## src/rtl/uart_tx_scheduler.sv

```systemverilog
// Round-robin scheduler that shares one UART transmitter among NUM_REQ requesters.
// It latches the winner's byte, holds tx_start until tx_busy, waits for a tx_done rising
// edge, then pulses ack. A watchdog aborts a frame that never completes.
module uart_tx_scheduler #(
  parameter int unsigned NUM_REQ = 4,
  parameter int unsigned DATA_W  = 8,
  parameter int unsigned TIMEOUT = 4096
) (
  input  logic                         clk,
  input  logic                         rst,
  input  logic [NUM_REQ-1:0]           req,
  input  logic [NUM_REQ*DATA_W-1:0]    req_data,
  output logic [NUM_REQ-1:0]           ack,
  output logic                         err,
  output logic [$clog2(NUM_REQ)-1:0]   grant_id,
  output logic                         active,
  output logic                         tx_start,
  output logic [DATA_W-1:0]            tx_data,
  input  logic                         tx_busy,
  input  logic                         tx_done
);

  localparam int unsigned ID_W  = $clog2(NUM_REQ);
  localparam int unsigned TMR_W = $clog2(TIMEOUT);
  localparam int unsigned SEL_W = $clog2(NUM_REQ * DATA_W);

  typedef enum logic [1:0] {
    IDLE      = 2'd0,
    LAUNCH    = 2'd1,
    WAIT_DONE = 2'd2,
    RELEASE   = 2'd3
  } state_e;

  state_e              state_q, state_d;
  logic [ID_W-1:0]     ptr_q, ptr_d;
  logic [NUM_REQ-1:0]  ack_q, ack_d;
  logic                err_q, err_d;
  logic [ID_W-1:0]     grant_q, grant_d;
  logic                active_q, active_d;
  logic                start_q, start_d;
  logic [DATA_W-1:0]   data_q, data_d;
  logic [TMR_W-1:0]    timer_q, timer_d;
  logic                done_q;

  logic                win_valid_c;
  logic [ID_W-1:0]     win_id_c;
  logic [DATA_W-1:0]   win_data_c;
  logic [ID_W-1:0]     nxt_ptr_c;
  logic                timeout_c;
  logic                done_rise_c;

  // Round-robin search: first set req bit from ptr upward, wrapping at NUM_REQ.
  always_comb begin : arb
    int unsigned idx;
    idx         = 0;
    win_valid_c = 1'b0;
    win_id_c    = '0;
    win_data_c  = '0;
    for (int unsigned i = 0; i < NUM_REQ; i++) begin
      idx = 32'(ptr_q) + i;
      if (idx >= NUM_REQ) idx = idx - NUM_REQ;
      if (!win_valid_c && req[ID_W'(idx)]) begin
        win_valid_c = 1'b1;
        win_id_c    = ID_W'(idx);
        win_data_c  = req_data[SEL_W'(idx * DATA_W) +: DATA_W];
      end
    end
  end

  // Pointer successor of the current owner, watchdog expiry and fresh end-of-frame edge.
  always_comb begin
    nxt_ptr_c   = (grant_q == ID_W'(NUM_REQ - 1)) ? '0 : grant_q + ID_W'(1);
    timeout_c   = (timer_q == TMR_W'(TIMEOUT - 1));
    done_rise_c = tx_done & ~done_q;
  end

  // Next-state and registered-output logic.
  always_comb begin
    state_d  = state_q;
    ptr_d    = ptr_q;
    ack_d    = '0;
    err_d    = 1'b0;
    grant_d  = grant_q;
    active_d = active_q;
    start_d  = start_q;
    data_d   = data_q;
    timer_d  = timer_q;
    case (state_q)
      IDLE: begin
        if (win_valid_c) begin
          grant_d  = win_id_c;
          data_d   = win_data_c;
          start_d  = 1'b1;
          active_d = 1'b1;
          timer_d  = '0;
          state_d  = LAUNCH;
        end
      end
      LAUNCH: begin
        timer_d = timer_q + TMR_W'(1);
        if (tx_busy) begin
          start_d = 1'b0;
          state_d = WAIT_DONE;
        end else if (timeout_c) begin
          err_d    = 1'b1;
          start_d  = 1'b0;
          active_d = 1'b0;
          ptr_d    = nxt_ptr_c;
          state_d  = IDLE;
        end
      end
      WAIT_DONE: begin
        timer_d = timer_q + TMR_W'(1);
        if (done_rise_c) begin
          ack_d[grant_q] = 1'b1;
          state_d        = RELEASE;
        end else if (timeout_c) begin
          err_d    = 1'b1;
          start_d  = 1'b0;
          active_d = 1'b0;
          ptr_d    = nxt_ptr_c;
          state_d  = IDLE;
        end
      end
      RELEASE: begin
        active_d = 1'b0;
        ptr_d    = nxt_ptr_c;
        state_d  = IDLE;
      end
      default: state_d = IDLE;
    endcase
  end

  // State and output registers with asynchronous active-low reset.
  always_ff @(posedge clk or negedge rst) begin
    if (!rst) begin
      state_q  <= IDLE;
      ptr_q    <= '0;
      ack_q    <= '0;
      err_q    <= 1'b0;
      grant_q  <= '0;
      active_q <= 1'b0;
      start_q  <= 1'b0;
      data_q   <= '0;
      timer_q  <= '0;
      done_q   <= 1'b0;
    end else begin
      state_q  <= state_d;
      ptr_q    <= ptr_d;
      ack_q    <= ack_d;
      err_q    <= err_d;
      grant_q  <= grant_d;
      active_q <= active_d;
      start_q  <= start_d;
      data_q   <= data_d;
      timer_q  <= timer_d;
      done_q   <= tx_done;
    end
  end

  assign ack      = ack_q;
  assign err      = err_q;
  assign grant_id = grant_q;
  assign active   = active_q;
  assign tx_start = start_q;
  assign tx_data  = data_q;

endmodule

```

## config.mk

```make
export PLATFORM = sky130hd
export DESIGN_NAME = uart_tx_scheduler
export DESIGN_NICKNAME = d
export VERILOG_FILES = /design/src/rtl/uart_tx_scheduler.sv
export SDC_FILE = /design/constraint.sdc
export NUM_CORES = 1
export LEC_CHECK = 0
export CAP_MARGIN = 10
export CORE_MARGIN = 1.5
export CORE_UTILIZATION = 50
export DETAILED_ROUTE_END_ITERATION = 10
export DONT_BUFFER_PORTS = 1
export PLACE_DENSITY = 0.79
export SLEW_MARGIN = 20
export SYNTH_ARGS = -nofsm -noshare
export SYNTH_HDL_FRONTEND = slang
export SYNTH_SLANG_ARGS = --single-unit
```

## constraint.sdc

```tcl
create_clock -name clk -period 1.8 [get_ports clk]
set_input_delay 0.36 -clock clk [delete_from_list [all_inputs] [get_ports clk]]
set_output_delay 0.36 -clock clk [all_outputs]
set_load 0.02 [all_outputs]
```

* After elaboration in Yosys (flattened, before gate mapping)
Cells that the tools add are included.
** Operators by class
- $add $sub $neg :: 9
- $lt $le $gt $ge :: 10
- Equality and inequality tests :: 8
- Shifts and indexed selects :: 4
- Multiplexer cells :: 53
- Bitwise gates (word level) :: 2
- Reduce and logical (&&, ||, !) cells :: 17
** Operator list (count)
- 32-bit by 6-bit variable part select with 8-bit output :: 4
- 2-bit 2-to-1 mux :: 16
- 8-bit 2-to-1 mux :: 4
- 12-bit case mux with 2 select lines :: 1
- 1-bit 2-to-1 mux :: 19
- 2-bit by 3-bit < comparator with 1-bit output (second input constant) :: 5
- 12-bit by 1-bit adder with 12-bit output (second input constant) :: 1
- 12-bit == test (second input constant) :: 1
- 12-bit 2-to-1 mux :: 1
- 3-bit >= comparator (second input constant) :: 3
- 3-bit AND reduction :: 3
- 1-bit binary-select mux with 2-bit select :: 4
- 4-bit 2-to-1 mux :: 2
- 2-bit case mux with 4 select lines :: 1
- 2-bit by 1-bit subtractor with 2-bit output (second input constant) :: 4
- 2-bit by 2-bit adder with 3-bit output (second input constant) :: 2
- 2-bit == test (second input constant) :: 3
- 2-bit != test (second input constant) :: 3
- 2-bit case mux with 3 select lines :: 1
- 3-bit nonzero test :: 2
- 1-bit logical AND :: 4
- 1-bit case mux with 4 select lines :: 1
- 2-bit AND reduction :: 2
- 2-bit by 1-bit adder with 3-bit output (second input constant) :: 1
- 13 further kinds :: 15
** Word-level totals
- Register bits :: 34
- Input port bits :: 40
- Output and inout port bits :: 17
- Logic and storage cells :: 113

* Longest topological paths before layout
Gate-level depths: netlist of the first run.
- Depth in word-level cells :: 16
- Mapped depth :: 7
- Gate-level depth less buffers :: 7

* Least setup slack after synthesis of the first run
Ideal clock, no wire load.
- Kind :: register to register
- Start point :: register timer_q[0]
- End point :: register ptr_q[1]
- Setup time :: 0.128 ns
- Data arrival time :: 1.745 ns
- Data required time :: 1.672 ns
- Setup slack :: -0.073 ns
- Stages on the path, launching flop included :: 7
- Path buffers :: 0
- Period minus slack after synthesis :: 1.873 ns
- Cell sequence :: dfrtp_1 ha_1 and3_1 and4_1 and3_1 o211ai_1 mux2_1
** On the way
- Longest elaborated chain between the ends :: 4
- Elaborated cells on any way between the ends :: 5
- Those cells by class :: eq/ne (1); mux (4)
** RTL lines
- start, declared :: line 42 : logic [TMR_W-1:0] timer_q, timer_d;
- start signal, assigned :: line 156 : timer_q <= timer_d;
- 12-bit == test (*) :: line 73 : timeout_c = (timer_q == TMR_W'(TIMEOUT - 1));
- 2-bit 2-to-1 mux (*)
- 2-bit 2-to-1 mux (on tied branches)
- 2-bit case mux with 3 select lines (*)
- end signal, assigned :: line 149 : ptr_q <= ptr_d;
- end, declared :: line 35 : logic [ID_W-1:0] ptr_q, ptr_d;
Mark *: on every way between the ends. The rest lies on a longest branch, timed or not. The select of a mux whose other input is x is not followed.
A chain may end at the register's enable or synchronous reset.

* Worst setup path after layout of the first run
- Start point :: register ptr_q[0]
- End point :: register data_q[0], in the netlist tx_data[0]
** On the way
- Longest elaborated chain between the ends :: 15
- Elaborated cells on any way between the ends :: 42
- Those cells by class :: add/sub (7); order compare (4); shift (4); mux (20); reduce/logical (7)
** RTL lines
- branches (longest 15 deep; another with 2-bit by 1-bit adder with 3-bit output)
- end signal, assigned :: line 155 : data_q <= data_d;
- end, declared :: line 41 : logic [DATA_W-1:0] data_q, data_d;
Parallel ways; which one is timed is not known. The select of a mux whose other input is x is not followed.

==> impl_metrics.ini, run 1 <==
[sta]
final_min_period_over_clock_period_pct = 102
max_freq_ghz = 0.543
timing_max_transition_violations_final = 0
tightestPinTransition_ns = 0.355
final.setup_skew_ns = 0.00429
layout_setup_ws_ns = -0.0416
final_period_minus_worst_setup_slack_ns = 1.84
setup_violations = 8
hold_viol_final = 0
relSlewSlack_pct = 76.3
grt_setup_unrepaired = true

[logic_synthesis]
ys_seq_area_share_pct = 28.6
post_synth_inst_count = 303
syn-mean-instance-area_um2 = 9.81
post_synthesis_cell_area_mm2 = 0.00297
ys_dominant_reg_cell = sky130_fd_sc_hd__dfrtp_1
ys_ff_latch = 34
postSynth.asyncResetShare_pct = 100
synth_edf_count = 0
yosysUniqueCellTypes = 52
yosysWarnings = 0
synth_fp_nets = 353

[critical_path]
cp_max_fo = 8
cp_data_arrival_time_ns = 2.02
worst_r2r_endpoint = tx_data[0]
ff2ff_path_depth = 7
start_to_end_type_of_the_worst_setup_path = reg -> reg
crit_path_start_kind = flip-flop
timing.critical_path.to_type = flip-flop
worstReg2RegStart = ptr_q[0]
worstPathRequired_ns = 1.98
reg2reg_slack_ns = -0.04

[power]
clock_power_share_pct = 12.5
switching_power_mw = 2.38
pwr-share-seq_pct = 24.0
sw_frac_of_total_pct = 42.5
power-per-cell-area_mw_per_mm2 = 1580
p_comb_share_pct = 63.5
power.leakage_nw = 1.51
p_int_mw = 3.22
vdd.ir_drop.worst_v = 0.00118

[outcome]
violations = negative setup slack
outcome = finished, violations left

[place]
dp_worst_setup_slack_ns = -0.0809
io_buffer_count = 0
dp_hpwl_um = 4860
gp_congestion = 0.841

[route]
viasPerCell = 6.10
postRouteAntennaNets = 0
detail_route.iter0.violations = 120
number_of_detailed_routing_iterations_run_before_antenna_repair = 5
avgRoutedWirePerCell_um = 16.5
wl_met1_um = 2910
top_signal_layer_used = met4
final_wl_um = 6570
detailroute.wirelength.met3_um = 322
routed-wl-met2_um = 3230
post-route-drc-count = 0
number_of_vias_in_the_routed_layout = 2435

[floorplan]
die_area_mm2 = 0.00641
core-area_mm2 = 0.00561
top_level_ports = 57
die_w_um = 80.1
die-height_um = 80.1
std_cell_rows = 27
floorplan.initialDensity_pct = 53.0

[global_route]
first_pass_grt_wire_length_um = 11200
grt.overflow.total = 0
global_router_s_overall_resource_usage_pct = 22.2
grt_antenna_before_repair = 0
grt_pass1_vias = 2447
maximum_number_of_pins_on_one_net_before_global_route_repair = 35

[finish]
flow.area_growth_from_synthesis_pct = 18.8
final_layout_size_suffix_gt1_share_pct = 31.5
finish.utilization_pct = 63.0
antenna_cells = 0
nNetsFinal = 376

[clocking]
tritoncts = done
cts.sink_count = 34
clk-insertion-delay-late_ns = 0.29
htree_num_levels = 2
master_cell_of_the_clock_root_buffer = sky130_fd_sc_hd__clkbuf_8
clockBufferDepth = 2
path_clk_slew_ns = 0.07
cts_inserted_buffers = 5

[hold_path]
hold-path-cell-count = 0
timing.hold.worst.class = in -> reg
timing.hold.worst.start = tx_done
endpoint_of_the_worst_hold_path = done_q

[flow_run]
max_cap_viol_count = 0
## worst max path at each step
stage                       endpoint  startpoint
after CTS                   ptr_q[0]  timer_q[0]
after global placement    tx_data[2]    ptr_q[0]
after global routing      tx_data[1]    ptr_q[0]
after floorplan             ptr_q[1]  timer_q[0]
final                     tx_data[0]    ptr_q[0]
after detailed placement  tx_data[2]    ptr_q[0]
## routing by layer
| metal | global-route usage (%) | vias to the layer above |
|---|---|---|
| li1 | - | 1195 |
| met1 | 28.3 | 1164 |
| met2 | 36.8 | 67 |
| met3 | 4.55 | 9 |
| met4 | 8.45 | 0 |
| met5 | 0 | - |
## area by class of cell
cell class / count / area (µm²)
multi-input combinational: 241 / 2090
inverter: 7 / 26.3
clock inverter: 3 / 45.0
clock buffer: 5 / 68.8
sequential: 34 / 852
timing repair buffer: 37 / 363
tap: 72 / 90.1
fill: 460 / 2080
## registers in the layout (all words and copies together) (netlist names)
signal / cells
grant_id: 2
active: 1
tx_data: 8
ptr_q: 2
tx_start: 1
done_q: 1
err: 1
state_q: 2
ack: 4
timer_q: 12
## synthesized netlist by cell type (10+ instances only)
library cell	number	share of area (%)
sky130_fd_sc_hd__nand2_1	44	5.6
sky130_fd_sc_hd__ha_1	10	4.2
sky130_fd_sc_hd__buf_2	12	2.0
sky130_fd_sc_hd__dfrtp_1	34	29
sky130_fd_sc_hd__mux2i_1	16	5.4
sky130_fd_sc_hd__nand3_1	14	2.4
sky130_fd_sc_hd__and3_1	10	2.1
sky130_fd_sc_hd__mux4_2	17	13
## power by group through the flow
stage | Clock, mW | Sequential (mW) | Combinational (mW)
3_3_place_gp | 0 | 1.37 | 3.11
2_1_floorplan | 0 | 1.30 | 2.47
6_report | 0.700 | 1.34 | 3.55
4_1_cts | 0.718 | 1.37 | 3.34
3_5_place_dp | 0 | 1.39 | 3.19
5_1_grt | 0.765 | 1.37 | 3.89
## critical path, cell delays in order (launching register included)
cell                        delay (ns)
sky130_fd_sc_hd__dfrtp_2          0.43
sky130_fd_sc_hd__buf_6            0.14
sky130_fd_sc_hd__or3b_4           0.38
sky130_fd_sc_hd__a2111oi_4        0.38
sky130_fd_sc_hd__buf_4            0.19
sky130_fd_sc_hd__nor2_4           0.06
sky130_fd_sc_hd__nand2_1          0.09
sky130_fd_sc_hd__o31ai_2          0.06
## through the flow
step	setup TNS [ns]	instances	area, µm²	hold WS (ns)	power [mW]
final	-0.281	399	3530	0.0920	5.60
after global routing	-0.716	399	3530	0.0749	6.02
after CTS	-0.00529	392	3400	0.0858	5.43
after detailed placement	-0.672	381	3200	0.0651	4.58
after global placement	-0.391	381	3200	0.0651	4.48
after floorplan	0	303	2980	0.0644	3.77
## kinds of logic after synthesis
| kind of cell | Yosys count | synth area share (%) |
|---|---|---|
| fa+ha+maj | 10 | 4.21 |
| xor+xnor | 1 | 0.295 |
| simple gates | 116 | 20.5 |
| buf+inv | 29 | 5.18 |
| flops | 34 | 28.6 |
| compound gates | 76 | 21.0 |
| mux | 37 | 20.2 |
## placed cells by master, fill, tap and decap left out, types with 3 or more instances in the layout
master                      Yosys  layout
sky130_fd_sc_hd__mux4_2        17      17
sky130_fd_sc_hd__nor2_1         7       7
sky130_fd_sc_hd__mux2i_1       16      15
sky130_fd_sc_hd__or3b_4         1       3
sky130_fd_sc_hd__and2_1         6       6
sky130_fd_sc_hd__a21o_1         6       6
sky130_fd_sc_hd__dfrtp_1       34      33
sky130_fd_sc_hd__buf_12         0       6
sky130_fd_sc_hd__nor3_1         4       4
sky130_fd_sc_hd__buf_4          2      28
sky130_fd_sc_hd__a211oi_2       0       6
sky130_fd_sc_hd__a2bb2oi_1      8       7
sky130_fd_sc_hd__and3_1        10       8
sky130_fd_sc_hd__nand2_2        0       4
sky130_fd_sc_hd__a22oi_1        8       8
sky130_fd_sc_hd__clkbuf_8       0       5
sky130_fd_sc_hd__nor3b_1        6       6
sky130_fd_sc_hd__nand3_1       14      13
sky130_fd_sc_hd__ha_1          10       8
sky130_fd_sc_hd__o21ai_1        8       8
sky130_fd_sc_hd__nand3b_1       3       3
sky130_fd_sc_hd__a21oi_1        8       7
sky130_fd_sc_hd__inv_1          6       6
sky130_fd_sc_hd__nor2b_1        5       5
sky130_fd_sc_hd__o31ai_1        6       6
sky130_fd_sc_hd__nand2_1       44      39
sky130_fd_sc_hd__o21ai_0        4       4
sky130_fd_sc_hd__o31ai_2        8       8
## repair_timing
item,CTS,global route
cloned,0,1
setup endpoints to repair,11,18
setup buffers,1,6
pin swaps,4,14
gates resized for setup,11,18
hold buffers,2,0
endpoints found under the hold margin,34,0
Note: power is estimated with default switching activity, not from simulation.
==> inputs of run 2 (changes only) <==
--- a/config.mk
+++ b/config.mk
@@ -6,7 +6,6 @@
 export NUM_CORES = 1
 export LEC_CHECK = 0
 export CAP_MARGIN = 10
-export CORE_MARGIN = 1.5
 export CORE_UTILIZATION = 50
 export DETAILED_ROUTE_END_ITERATION = 10
 export DONT_BUFFER_PORTS = 1
==> run 2 against run 1 <==
Compared with the run above:
- combinational power up 14%
- critical path type unchanged
- clock skew up 0.0035 ns
- final cell count up 2.8%
- global-route usage up 1.6 points
- first-iteration DRC count up 0.83%
- register-to-register slack better by 0.02 ns
- fmax up 0.86%
- the flow still finishes with violations (negative setup slack)
- setup slack better by 0.016 ns
- clock power down 3%
- non-clock buffer count up 12
- design area up 4.4%
- sequential share of layout area down 0.97 points
==> impl_metrics.ini, run 2 (synthesis results as in run 1) <==
[clocking]
tritoncts = done
cts.sink_count = 34
path_clk_slew_ns = 0.07
htree_num_levels = 2
clockBufferDepth = 2
clk-insertion-delay-late_ns = 0.30
cts_inserted_buffers = 5
master_cell_of_the_clock_root_buffer = sky130_fd_sc_hd__clkbuf_8

[route]
wl_met1_um = 3260
post-route-drc-count = 0
viasPerCell = 6.38
final_wl_um = 7700
routed-wl-met2_um = 3790
detail_route.iter0.violations = 121
top_signal_layer_used = met4
number_of_detailed_routing_iterations_run_before_antenna_repair = 4
postRouteAntennaNets = 0
detailroute.wirelength.met3_um = 514
number_of_vias_in_the_routed_layout = 2615
avgRoutedWirePerCell_um = 18.8

[finish]
nNetsFinal = 387
mostFrequentLayoutCell = sky130_fd_sc_hd__nand2_1
layout.filler_cells = 421
layout_common_cells = 44 x sky130_fd_sc_hd__nand2_1, 38 x sky130_fd_sc_hd__buf_4, 32 x sky130_fd_sc_hd__dfrtp_1
largest_register_ffs = 12
register_area_um2 = 853
flow.area_growth_from_synthesis_pct = 24.0
final_layout_size_suffix_gt1_share_pct = 37.6
antenna_cells = 0
multi_input_area_mm2 = 0.00215
top_register = timer_q

[global_route]
grt_antenna_before_repair = 0
first_pass_grt_wire_length_um = 11700
global_router_s_overall_resource_usage_pct = 23.7
grt_pass1_vias = 2564
grt.overflow.total = 0
maximum_number_of_pins_on_one_net_before_global_route_repair = 35

[critical_path]
start_to_end_type_of_the_worst_setup_path = reg -> reg
worst_r2r_endpoint = tx_data[4]
cp_max_fo = 8
ff2ff_path_depth = 5
crit_end = tx_data[4]
reg2reg_slack_ns = -0.03
timing.critical_path.to_type = flip-flop
worstPathRequired_ns = 2.01
crit_path_start_kind = flip-flop
setup.worst_path.start = ptr_q[0]
cp_data_arrival_time_ns = 2.03
worstReg2RegStart = ptr_q[0]

[power]
vdd.ir_drop.worst_v = 0.00106
post-layout-total-power_mw = 6.12
power-per-cell-area_mw_per_mm2 = 1660
power.leakage_nw = 1.57

[outcome]
outcome = finished, violations left
violations = negative setup slack

[floorplan]
top_level_ports = 57
floorplan.initialDensity_pct = 53.0
die_w_um = 79.1
std_cell_rows = 27
die_area_mm2 = 0.00626
die-height_um = 79.1
core-area_mm2 = 0.00561

[sta]
timing.setup.tns_ns = -0.108
grt_setup_unrepaired = true
layout_setup_ws_ns = -0.0259
timing_max_transition_violations_final = 0
tightestPinTransition_ns = 0.361
final_min_period_over_clock_period_pct = 101
finalHoldWorstSlack_ns = 0.0864
final_period_minus_worst_setup_slack_ns = 1.83
setup_violations = 7
final.setup_skew_ns = 0.00783
max_freq_ghz = 0.548
hold_viol_final = 0
relSlewSlack_pct = 75.9

[place]
io_buffer_count = 0
gp_congestion = 0.891
dp_hpwl_um = 5330

[flow_run]
max_cap_viol_count = 0

[hold_path]
timing.hold.worst.class = in -> reg
[run 2: cell count changes in the layout (fill, tap and decap cells not counted), sizes merged]
cell | previous run | this run
clkbuf | 5 | 9
bufinv | 1 | 0
clkinvlp | 2 | 0
nor2 | 9 | 8
buf | 36 | 47
[run 2: timing repair]
action	4_1_cts	5_1_grt
gates cloned	0	1
gates resized for setup	16	30
hold endpoints to repair	34	0
pin swaps	4	20
hold buffers	2	0
buffers inserted	1	6
setup endpoints to repair	11	14
[run 2: worst max-delay path, stage by stage, from the launching register on]
cell	delay, ns
sky130_fd_sc_hd__dfrtp_2	0.48
sky130_fd_sc_hd__or3b_4	0.41
sky130_fd_sc_hd__a211oi_4	0.30
sky130_fd_sc_hd__or2_4	0.29
sky130_fd_sc_hd__a211oi_2	0.07
sky130_fd_sc_hd__o31ai_2	0.19
[run 2: how the worst min path moves through the flow]
stage | from | to | slack [ns] | cells after the start
after floorplan | rst | ack[0] | 0.06 | 0
after global placement | rst | ack[3] | 0.07 | 0
after detailed placement | rst | ack[2] | 0.07 | 0
after CTS | tx_done | done_q | 0.08 | 0
after global routing | tx_done | done_q | 0.07 | 0
final | tx_done | done_q | 0.09 | 0
[run 2: through the flow]
stage,worst slack (ns),instance area [µm²],utilization (%),cells
finish,-0.0259,3680,65.7,410
global route,-0.0808,3680,65.7,410
CTS,-0.0248,3470,62.0,403
detailed placement,-0.110,3260,58.1,392
global placement,-0.114,3260,58.1,392
floorplan,0.00353,2980,-,303
[run 2: layout make-up]
| type | instances | share of cell area, % |
|---|---|---|
| Multi-Input combinational cell | 240 | 58.3 |
| Sequential cell | 34 | 23.2 |
| Timing Repair Buffer | 49 | 12.4 |
| Clock buffer | 8 | 2.99 |
| Tap cell | 72 | 2.44 |
| Inverter | 7 | 0.713 |
[run 2: metal layers]
layer,global-route usage (%),up-vias
li1,-,1214
met1,29.5,1266
met2,39.4,118
met3,7.01,17
met4,7.64,0
met5,0,-
[run 2: power breakdown]
| group | internal [mW] | total [mW] | leakage [nW] | switching (mW) |
|---|---|---|---|---|
| Sequential | 0.991 | 1.39 | 0.440 | 0.396 |
| Combinational | 2.12 | 4.05 | 1.07 | 1.93 |
| Clock | 0.386 | 0.682 | 0.0575 | 0.296 |
| Total | 3.50 | 6.12 | 1.57 | 2.62 |
==> inputs of run 3 (changes only) <==
--- a/config.mk
+++ b/config.mk
@@ -9,6 +9,7 @@
 export CORE_UTILIZATION = 50
 export DETAILED_ROUTE_END_ITERATION = 10
 export DONT_BUFFER_PORTS = 1
+export GPL_ROUTABILITY_DRIVEN = 0
 export PLACE_DENSITY = 0.79
 export SLEW_MARGIN = 20
 export SYNTH_ARGS = -nofsm -noshare
==> results of run 3 <==
Same layout as run 2: the final DEF is identical, and so are final timing and power.
